### config.mk
export PLATFORM = sky130hd
export DESIGN_NAME = uart_bus_master
export DESIGN_NICKNAME = d
export VERILOG_FILES = /design/src/rtl/uart_bus_pkg.sv /design/src/rtl/uart_bus_cycle_gen.sv /design/src/rtl/uart_bus_master.sv
export SDC_FILE = /design/constraint.sdc
export NUM_CORES = 1
export LEC_CHECK = 0
export BUFFER_PORTS_ARGS = -buffer_cell sky130_fd_sc_hd__buf_2
export CAP_MARGIN = 20
export CORE_MARGIN = 4
export CORE_UTILIZATION = 25
export DETAILED_ROUTE_END_ITERATION = 10
export SYNTH_ARGS = -nofsm -noshare
export SYNTH_HDL_FRONTEND = slang
export SYNTH_HIERARCHICAL = 1
export SYNTH_SLANG_ARGS = --single-unit
### constraint.sdc
create_clock -name clk -period 6 [get_ports clk]
set_input_delay 0.3 -clock clk [delete_from_list [all_inputs] [get_ports clk]]
set_output_delay 0.3 -clock clk [all_outputs]
set_load 0.02 [all_outputs]
### src/rtl/uart_bus_pkg.sv
// Shared definitions for the UART host-side bus sequencer: access opcodes,
// sequencer/cycle phase encodings and the default core register map.
package uart_bus_pkg;

  typedef enum logic [1:0] {
    OP_STAT = 2'd0,
    OP_RXRD = 2'd1,
    OP_TXWR = 2'd2
  } op_e;

  // Bus cycle phases, owned by the cycle generator
  localparam logic [1:0] PH_IDLE   = 2'd0;
  localparam logic [1:0] PH_SETUP  = 2'd1;
  localparam logic [1:0] PH_STROBE = 2'd2;
  localparam logic [1:0] PH_HOLD   = 2'd3;

  // Scheduler states, owned by the top; ACCESS spans SETUP and STROBE
  localparam logic [1:0] SCH_IDLE   = 2'd0;
  localparam logic [1:0] SCH_ACCESS = 2'd1;
  localparam logic [1:0] SCH_HOLD   = 2'd2;
  localparam logic [1:0] SCH_DECIDE = 2'd3;

  localparam logic [3:0] DEF_ADDR_TXDATA  = 4'h0;
  localparam logic [3:0] DEF_ADDR_RXDATA  = 4'h1;
  localparam logic [3:0] DEF_ADDR_STATUS  = 4'h2;
  localparam int         DEF_RX_EMPTY_BIT = 0;
  localparam int         DEF_TX_FULL_BIT  = 1;

  function automatic logic [3:0] op_addr(input op_e op, input logic [3:0] a_tx,
                                         input logic [3:0] a_rx, input logic [3:0] a_st);
    case (op)
      OP_RXRD: op_addr = a_rx;
      OP_TXWR: op_addr = a_tx;
      default: op_addr = a_st;
    endcase
  endfunction

endpackage

### src/rtl/uart_bus_cycle_gen.sv
// Generates one chip-select/strobe access: SETUP, STROBE_CYC strobe cycles, HOLD.
// All bus pins are registered; done marks the last strobe cycle, when rdata is valid.
module uart_bus_cycle_gen import uart_bus_pkg::*; #(
  parameter int STROBE_CYC = 2
) (
  input  logic       clk,
  input  logic       rst,
  input  logic       start,
  input  op_e        op,
  input  logic [3:0] addr,
  input  logic [7:0] wdata,
  output logic       done,
  output logic [7:0] rdata,
  output logic [3:0] bus_addr,
  output logic       n_cs,
  output logic       n_rd,
  output logic       n_we,
  output logic [7:0] bus_wdata,
  input  logic [7:0] bus_rdata
);

  localparam logic [3:0] LAST = 4'(STROBE_CYC - 1);

  logic [1:0] phase, phase_nxt;
  logic [3:0] cnt, cnt_nxt;
  op_e        op_q;

  always_comb begin
    phase_nxt = phase;
    cnt_nxt   = cnt;
    case (phase)
      PH_IDLE:   if (start) phase_nxt = PH_SETUP;
      PH_SETUP: begin
        phase_nxt = PH_STROBE;
        cnt_nxt   = 4'd0;
      end
      PH_STROBE: begin
        if (cnt == LAST) phase_nxt = PH_HOLD;
        else             cnt_nxt   = cnt + 4'd1;
      end
      PH_HOLD:   phase_nxt = PH_IDLE;
      default:   phase_nxt = PH_IDLE;
    endcase
  end

  assign done  = (phase == PH_STROBE) && (cnt == LAST);
  assign rdata = bus_rdata;

  // Pins are computed from the next phase so they change exactly on phase entry
  always_ff @(posedge clk or negedge rst) begin
    if (!rst) begin
      phase     <= PH_IDLE;
      cnt       <= 4'd0;
      op_q      <= OP_STAT;
      bus_addr  <= 4'h0;
      bus_wdata <= 8'h00;
      n_cs      <= 1'b1;
      n_rd      <= 1'b1;
      n_we      <= 1'b1;
    end else begin
      phase <= phase_nxt;
      cnt   <= cnt_nxt;
      if (phase == PH_IDLE && start) begin
        op_q      <= op;
        bus_addr  <= addr;
        bus_wdata <= (op == OP_TXWR) ? wdata : 8'h00;
      end
      n_cs <= (phase_nxt == PH_IDLE);
      n_rd <= !((phase_nxt == PH_STROBE) && (op_q != OP_TXWR));
      n_we <= !((phase_nxt == PH_STROBE) && (op_q == OP_TXWR));
    end
  end

endmodule

### src/rtl/uart_bus_master.sv
// Host-side sequencer for the UART core bus: polls status, drains RX bytes and
// pushes TX bytes as timed chip-select cycles, with valid/ready byte streams.
module uart_bus_master import uart_bus_pkg::*; #(
  parameter int         STROBE_CYC   = 2,
  parameter int         POLL_CYC     = 1000,
  parameter logic [3:0] ADDR_TXDATA  = DEF_ADDR_TXDATA,
  parameter logic [3:0] ADDR_RXDATA  = DEF_ADDR_RXDATA,
  parameter logic [3:0] ADDR_STATUS  = DEF_ADDR_STATUS,
  parameter int         RX_EMPTY_BIT = DEF_RX_EMPTY_BIT,
  parameter int         TX_FULL_BIT  = DEF_TX_FULL_BIT
) (
  input  logic       clk,
  input  logic       rst,
  input  logic [7:0] tx_data_i,
  input  logic       tx_valid_i,
  output logic       tx_ready_o,
  output logic [7:0] rx_data_o,
  output logic       rx_valid_o,
  input  logic       rx_ready_i,
  output logic [3:0] AddrBus_o,
  output logic       n_ChipSelect_o,
  output logic       n_rd_o,
  output logic       n_we_o,
  output logic [7:0] DataBus_o,
  input  logic [7:0] DataBus_i,
  input  logic       p_IrqSig_i,
  output logic [7:0] status_o,
  output logic       busy_o
);

  logic [1:0]  state, state_nxt;
  op_e         cur_op, start_op;
  logic        start, done, poll_hit;
  logic [3:0]  start_addr;
  logic [7:0]  rdata;
  logic [15:0] poll_cnt;

  assign poll_hit   = (poll_cnt == 16'(POLL_CYC - 1));
  assign start_addr = op_addr(start_op, ADDR_TXDATA, ADDR_RXDATA, ADDR_STATUS);

  // Every data access is bracketed by status reads; RX wins over TX so the core never overruns
  always_comb begin
    state_nxt = state;
    start     = 1'b0;
    start_op  = OP_STAT;
    case (state)
      SCH_IDLE:   start = p_IrqSig_i || tx_valid_i || poll_hit;
      SCH_ACCESS: if (done) state_nxt = SCH_HOLD;
      SCH_HOLD:   state_nxt = SCH_DECIDE;
      SCH_DECIDE: begin
        state_nxt = SCH_IDLE;
        if (cur_op != OP_STAT) begin
          start = 1'b1;
        end else if (!status_o[RX_EMPTY_BIT] && !rx_valid_o) begin
          start    = 1'b1;
          start_op = OP_RXRD;
        end else if (tx_valid_i && !status_o[TX_FULL_BIT]) begin
          start    = 1'b1;
          start_op = OP_TXWR;
        end
      end
      default:    state_nxt = SCH_IDLE;
    endcase
    if (start) state_nxt = SCH_ACCESS;
  end

  always_ff @(posedge clk or negedge rst) begin
    if (!rst) begin
      state      <= SCH_IDLE;
      cur_op     <= OP_STAT;
      poll_cnt   <= 16'd0;
      tx_ready_o <= 1'b0;
      rx_valid_o <= 1'b0;
      rx_data_o  <= 8'h00;
      status_o   <= 8'hFF;
      busy_o     <= 1'b0;
    end else begin
      state  <= state_nxt;
      busy_o <= (state_nxt == SCH_ACCESS) || (state_nxt == SCH_HOLD);
      if (start) cur_op <= start_op;

      if (state == SCH_IDLE && !start) poll_cnt <= poll_cnt + 16'd1;
      else                             poll_cnt <= 16'd0;

      // Results land on the edge that ends the strobe, i.e. visible during HOLD
      tx_ready_o <= done && (cur_op == OP_TXWR);
      if (done && cur_op == OP_STAT) status_o <= rdata;

      if (done && cur_op == OP_RXRD) begin
        rx_data_o  <= rdata;
        rx_valid_o <= 1'b1;
      end else if (rx_valid_o && rx_ready_i) begin
        rx_valid_o <= 1'b0;
      end
    end
  end

  uart_bus_cycle_gen #(
    .STROBE_CYC (STROBE_CYC)
  ) u_cycle_gen (
    .clk       (clk),
    .rst       (rst),
    .start     (start),
    .op        (start_op),
    .addr      (start_addr),
    .wdata     (tx_data_i),
    .done      (done),
    .rdata     (rdata),
    .bus_addr  (AddrBus_o),
    .n_cs      (n_ChipSelect_o),
    .n_rd      (n_rd_o),
    .n_we      (n_we_o),
    .bus_wdata (DataBus_o),
    .bus_rdata (DataBus_i)
  );

endmodule

======== After elaboration in Yosys (flattened, before gate mapping) ========
Index checks and enable logic that the tools add are counted.
storage, ports and cells
  register bits after elaboration ......... 62
  bits of input ports ..................... 21
  output and inout bits ................... 34
  logic and storage cells ................. 85
cells by class
  add/sub/neg operators ................... 2
  equality and inequality tests ........... 18
  mux-type cells .......................... 21
  reduce and logical (&&, ||, !) cells .... 28
operator list
  cell                                                                      count
  2-bit equality test (second input constant)                               9
  16-bit by 1-bit adder with 16-bit output (second input constant)          1
  16-bit by 10-bit equality test with 1-bit output (second input constant)  1
  16-bit 2-to-1 mux                                                         1
  2-bit 2-to-1 mux                                                          8
  1-bit logical AND                                                         11
  2-bit by 1-bit equality test with 1-bit output (second input constant)    5
  2-bit zero test                                                           4
  8-bit 2-to-1 mux                                                          1
  2-bit case mux with 4 select lines                                        1
  4-bit case mux with 2 select lines                                        1
  1-bit zero test                                                           6
  2-bit case mux with 3 select lines                                        1
  2-bit nonzero test                                                        3
  1-bit 2-to-1 mux                                                          5
  4-bit by 1-bit adder with 4-bit output (second input constant)            1
  4-bit by 1-bit equality test with 1-bit output (second input constant)    1
  4-bit 2-to-1 mux                                                          1
  2-bit != test (second input constant)                                     2
  2-bit case mux with 2 select lines                                        1
  1-bit logical OR                                                          3
  1-bit case mux with 2 select lines                                        1
  2-bit AND reduction                                                       1

======== Logic depth before layout (Yosys ltp) ========
  word-level depth ........................ 11
  gate-level depth with buffers ........... 10
  depth with buffers taken out ............ 9

======== Cells and area by module ========
Netlist, hierarchy kept.
modules (own cells, without submodules)
  module              instances  cells an instance  area each (um2)  sequential area each (um2)
  uart_bus_master     1          149                1759.2           985.9
  uart_bus_cycle_gen  1          84                 1052.3           579.3

======== Worst setup path after synthesis ========
OpenSTA, ideal clock, no wires.
  path type ............................... register to register
  start ................................... reg state[0]
  end ..................................... reg u_cycle_gen.bus_wdata[0]
  library setup time ...................... 0.067 ns
  arrival time ............................ 2.114 ns
  data required time ...................... 5.933 ns
  slack ................................... 3.819 ns
  stages on the path, launching flop included .. 11
  path buffers ............................ 1
  period minus slack after synthesis ...... 2.181 ns
  cell sequence ........................... dfrtp_1 -> inv_1 -> ha_1 -> nor3b_1 -> nand4_1 -> and2_1 -> buf_6 -> inv_1 -> nand2_1 -> nor3b_2 -> a22o_1
on the way
  elaborated cells on any way between the ends .. 7
  classes of those cells .................. 2 x eq/ne; 3 x mux; 2 x reduce/logical
RTL lines
  element                                                        RTL line                  source
  start: declaration                                             uart_bus_master.sv:31     logic [1:0] state, state_nxt;
  start signal: assignment                                       uart_bus_master.sv:78     state <= state_nxt;
  2-bit equality test / 2-bit zero test (equally long branches)  uart_bus_master.sv:46     case (state)
  1-bit case mux with 2 select lines *                           uart_bus_master.sv:46
  net start                                                      uart_bus_master.sv:33     logic start, done, poll_hit;
  1-bit logical AND *                                            uart_bus_cycle_gen.sv:63  if (phase == PH_IDLE && start) begin
  end signal: assignment                                         uart_bus_cycle_gen.sv:66  bus_wdata <= (op == OP_TXWR) ? wdata : 8'h00;
  end: declaration                                               uart_bus_cycle_gen.sv:18  output logic [7:0] bus_wdata,
The timed path passes the listed nets; every way through them passes the cells marked *.
A chain may end at the register's enable or synchronous reset.

======== Worst setup path after layout ========
  start ................................... reg state[0]
  end ..................................... reg u_cycle_gen.bus_wdata[6]
The elaborated chain is that of the path after synthesis.

==> impl_metrics.yaml <==
status:
  status: "finished, final reports clean"
timing:
  slew_violations: 0
  setup_violations: 0
  setup_tns_ps: 0
  fmax_mhz: 364
  fin_crit_ps: 2750
  skew_ps: 5.62
  worst_pin_slew_ps: 770
  relSlewSlack_pct: 48.6
  rsz0062_at_grt: "no"
  post-route-period-util_pct: 45.8
  hold_viol_final: 0
routing:
  num_vias: 1920
  post_drt_via_cell_ratio: 4.45
  drtIter0Drc: 74
  drt_pre_antenna_iters: 4
  routedWlPerCell_um: 14.1
  routed_wl_mm: 6.09
  route.detailed.drc: 0
  ant_nets: 0
global_routing:
  grt_pass1_vias: 2081
  grtUsageMet1_pct: 12.8
  grtUsageMet3_pct: 2.07
  grt_start_max_net_pins: 63
  grt_util_all_layers_pct: 10.1
  busiest_layer: "met2"
  grtUsageMet2_pct: 16.2
  antenna_found_initial: 0
  overflow: 0
  grt_first_pass_wirelength_mm: 10.3
finish:
  final_cells: 431
  final_cell_mix: "buf_2 (54), dfrtp_1 (51), nor2_1 (23), mux2_2 (22), xor2_1 (12)"
  area_growth_pct: 25.4
  fill_cells: 1143
  fin_nets: 318
  multiInputGateArea_mm2: 0.00112
  antenna_cells: 0
  drive_gt1_share_pct: 37.8
  seq_area_mm2: 0.00157
  finalInstanceArea_mm2: 0.00352
  layout_commonest_cell: "buf_2"
place:
  dpl.cell_count: 415
  port-buffer-count: 54
  place_hpwl_mm: 4.37
  placed_area_mm2: 0.00318
  globalplace.congestion: 0.755
critical_path:
  crit_type: "reg -> reg"
  cp_cell_sequence: "inv_1 > ha_1 > nor3b_1 > nand4_1 > and2_1 > inv_1 > nand2_1 > nor3b_2 > a22o_1"
  max_stage_delay_ps: 600
  cp_slowest_cell: "nor3b_2"
  critPathLaunchType: "flop"
  critPathRequiredTime_ps: 6260
  arrival_ps: 3010
  endpoint_kind: "flop"
  crit_top_cell: "inv_1"
  critical_path_peak_fanout: 15
die:
  die_x_um: 114
  die_h_um: 114
  num_rows: 38
  fp.dieArea_mm2: 0.0130
  ioPinCount: 55
  core_area_mm2: 0.0109
  start_util_pct: 25.7
clock_network:
  clock_latency_ps: 330
  post_cts_resized: 0
  cts_buffers: 9
  clock_sinks: 62
  clockBufferDepth: 2
  cts_root_buf: "clkbuf_16"
  postCtsHoldBufs: 0
  cts_tree: "yes"
  htreeDepth: 3
  clk_pin_slew_ps: 50
  cts_setup_buffers: 0
power:
  p_per_area_mw_per_mm2: 516
  vdd_drop_max_uv: 216
  leakagePower_nw: 1.67
synth:
  yosysWarnings: 6
  synth_top_area_share_pct: 45.4
  yosysSeqAreaShare_pct: 55.7
  synth_edf_count: 0
  yosys_register_bits: 62
  yosys.area.top_type: "dfrtp_1"
  synth_flop_cell: "dfrtp_1"
  syn-instance-count: 233
  syn_area_mm2: 0.00281
  synth_area_leaders: "dfrtp_1 (45%), dfstp_2 (10%), mux2_2 (8.8%), ha_1 (4.9%), xor2_1 (3.7%)"
  synth_async_sr_flop_share_pct: 100
  syn_avg_cell_area_um2: 12.1
  synthDistinctLibCells: 42
worst_hold_path:
  hp-class: "in -> async"
flow_run:
  drv_cap: 0
## per-layer routing
| layer | part of all wire (%) | vias up |
|---|---|---|
| met5 | 0 | - |
| met4 | 2.3 | 0 |
| met3 | 3.5 | 11 |
| met2 | 48 | 48 |
| met1 | 46 | 958 |
| li1 | - | 903 |
## metrics by stage
stage	util, %	hold WS [ps]	total power, W	worst slack, ps
2_1_floorplan	-	4.41	0.00106	3820
3_3_place_gp	29.0	478	0.00121	3390
3_5_place_dp	29.0	485	0.00123	3230
4_1_cts	32.2	144	0.00184	3230
5_1_grt	32.2	168	0.00192	2950
6_report	32.2	142	0.00182	3250
## Yosys cell counts (2+ instances only)
cell       n
a22o_1     8
and2_1     2
and3_1     6
and4_1     2
buf_2      2
buf_4      8
clkbuf_1   3
dfrtp_1   51
dfstp_2   11
ha_1      11
inv_1      9
mux2_2    22
nand2_1   11
nand2b_1   2
nand3_1    9
nand3b_1   4
nand4_1    3
nor2_1    23
nor3b_1    2
nor4b_1    2
o211ai_1   2
o21ai_0    7
xnor2_1    3
xor2_1    12
## final timing paths
path,to,cells past startpoint,start,slack (ps)
worst min-delay path,rx_data_o[4],2,rst,140
worst min register to register,rx_data_o[7],1,rx_data_o[7],500
worst max-delay path,u_cycle_gen/bus_wdata[6],9,state[0],3250
min in group clk,rx_valid_o,2,rx_ready_i,150
max in group asynchronous,cur_op[1],2,rst,5360
worst max register to register,u_cycle_gen/bus_wdata[6],9,state[0],3250
## registers in the layout (all words and copies together), names as in the netlist
signal,count
busy_o,1
cur_op,2
poll_cnt,16
rx_data_o,8
rx_valid_o,1
state,2
status_o,8
tx_ready_o,1
u_cycle_gen/bus_addr,4
u_cycle_gen/bus_wdata,8
u_cycle_gen/cnt,4
u_cycle_gen/n_cs,1
u_cycle_gen/n_rd,1
u_cycle_gen/n_we,1
u_cycle_gen/op_q,2
u_cycle_gen/phase,2
## area by class of cell
type	count	share of cell area [%]
inverter	9	0.958
multi-input combinational	149	31.9
clock buffer	11	6.89
sequential	62	44.4
tap	140	4.97
timing repair buffer	55	7.88
clock inverter	5	3.02
## worst max-delay path: cells and delay by family (launching register included)
family | cells | cell delay [ps]
compound gates | 1 | 220
flops | 1 | 450
fa+ha+maj | 1 | 310
simple gates | 5 | 1510
buf+inv | 2 | 190
## cell families (layout without fill, tap and decap cells)
group                      after synthesis  count (layout)  share of synthesized area (%)
and+or+nand+nor                         74              74                           14.4
DFF                                     62              62                           55.7
AOI/OAI and AO/OA                       24              24                           6.41
muxes                                   23              23                           9.35
buffers and inverters                   23              80                           4.49
xor gates and xnor gates                15              15                           4.67
adders and majority gates               11              11                           4.90
other                                    1               2                          0.133
## power breakdown
part / switching, W / total (W) / internal [W]
Sequential: 0.0000778 / 0.000636 / 0.000558
Clock: 0.000177 / 0.000595 / 0.000417
Combinational: 0.000355 / 0.000589 / 0.000234
Total: 0.000610 / 0.00182 / 0.00121
No activity file was read; power rests on OpenSTA's default activity.
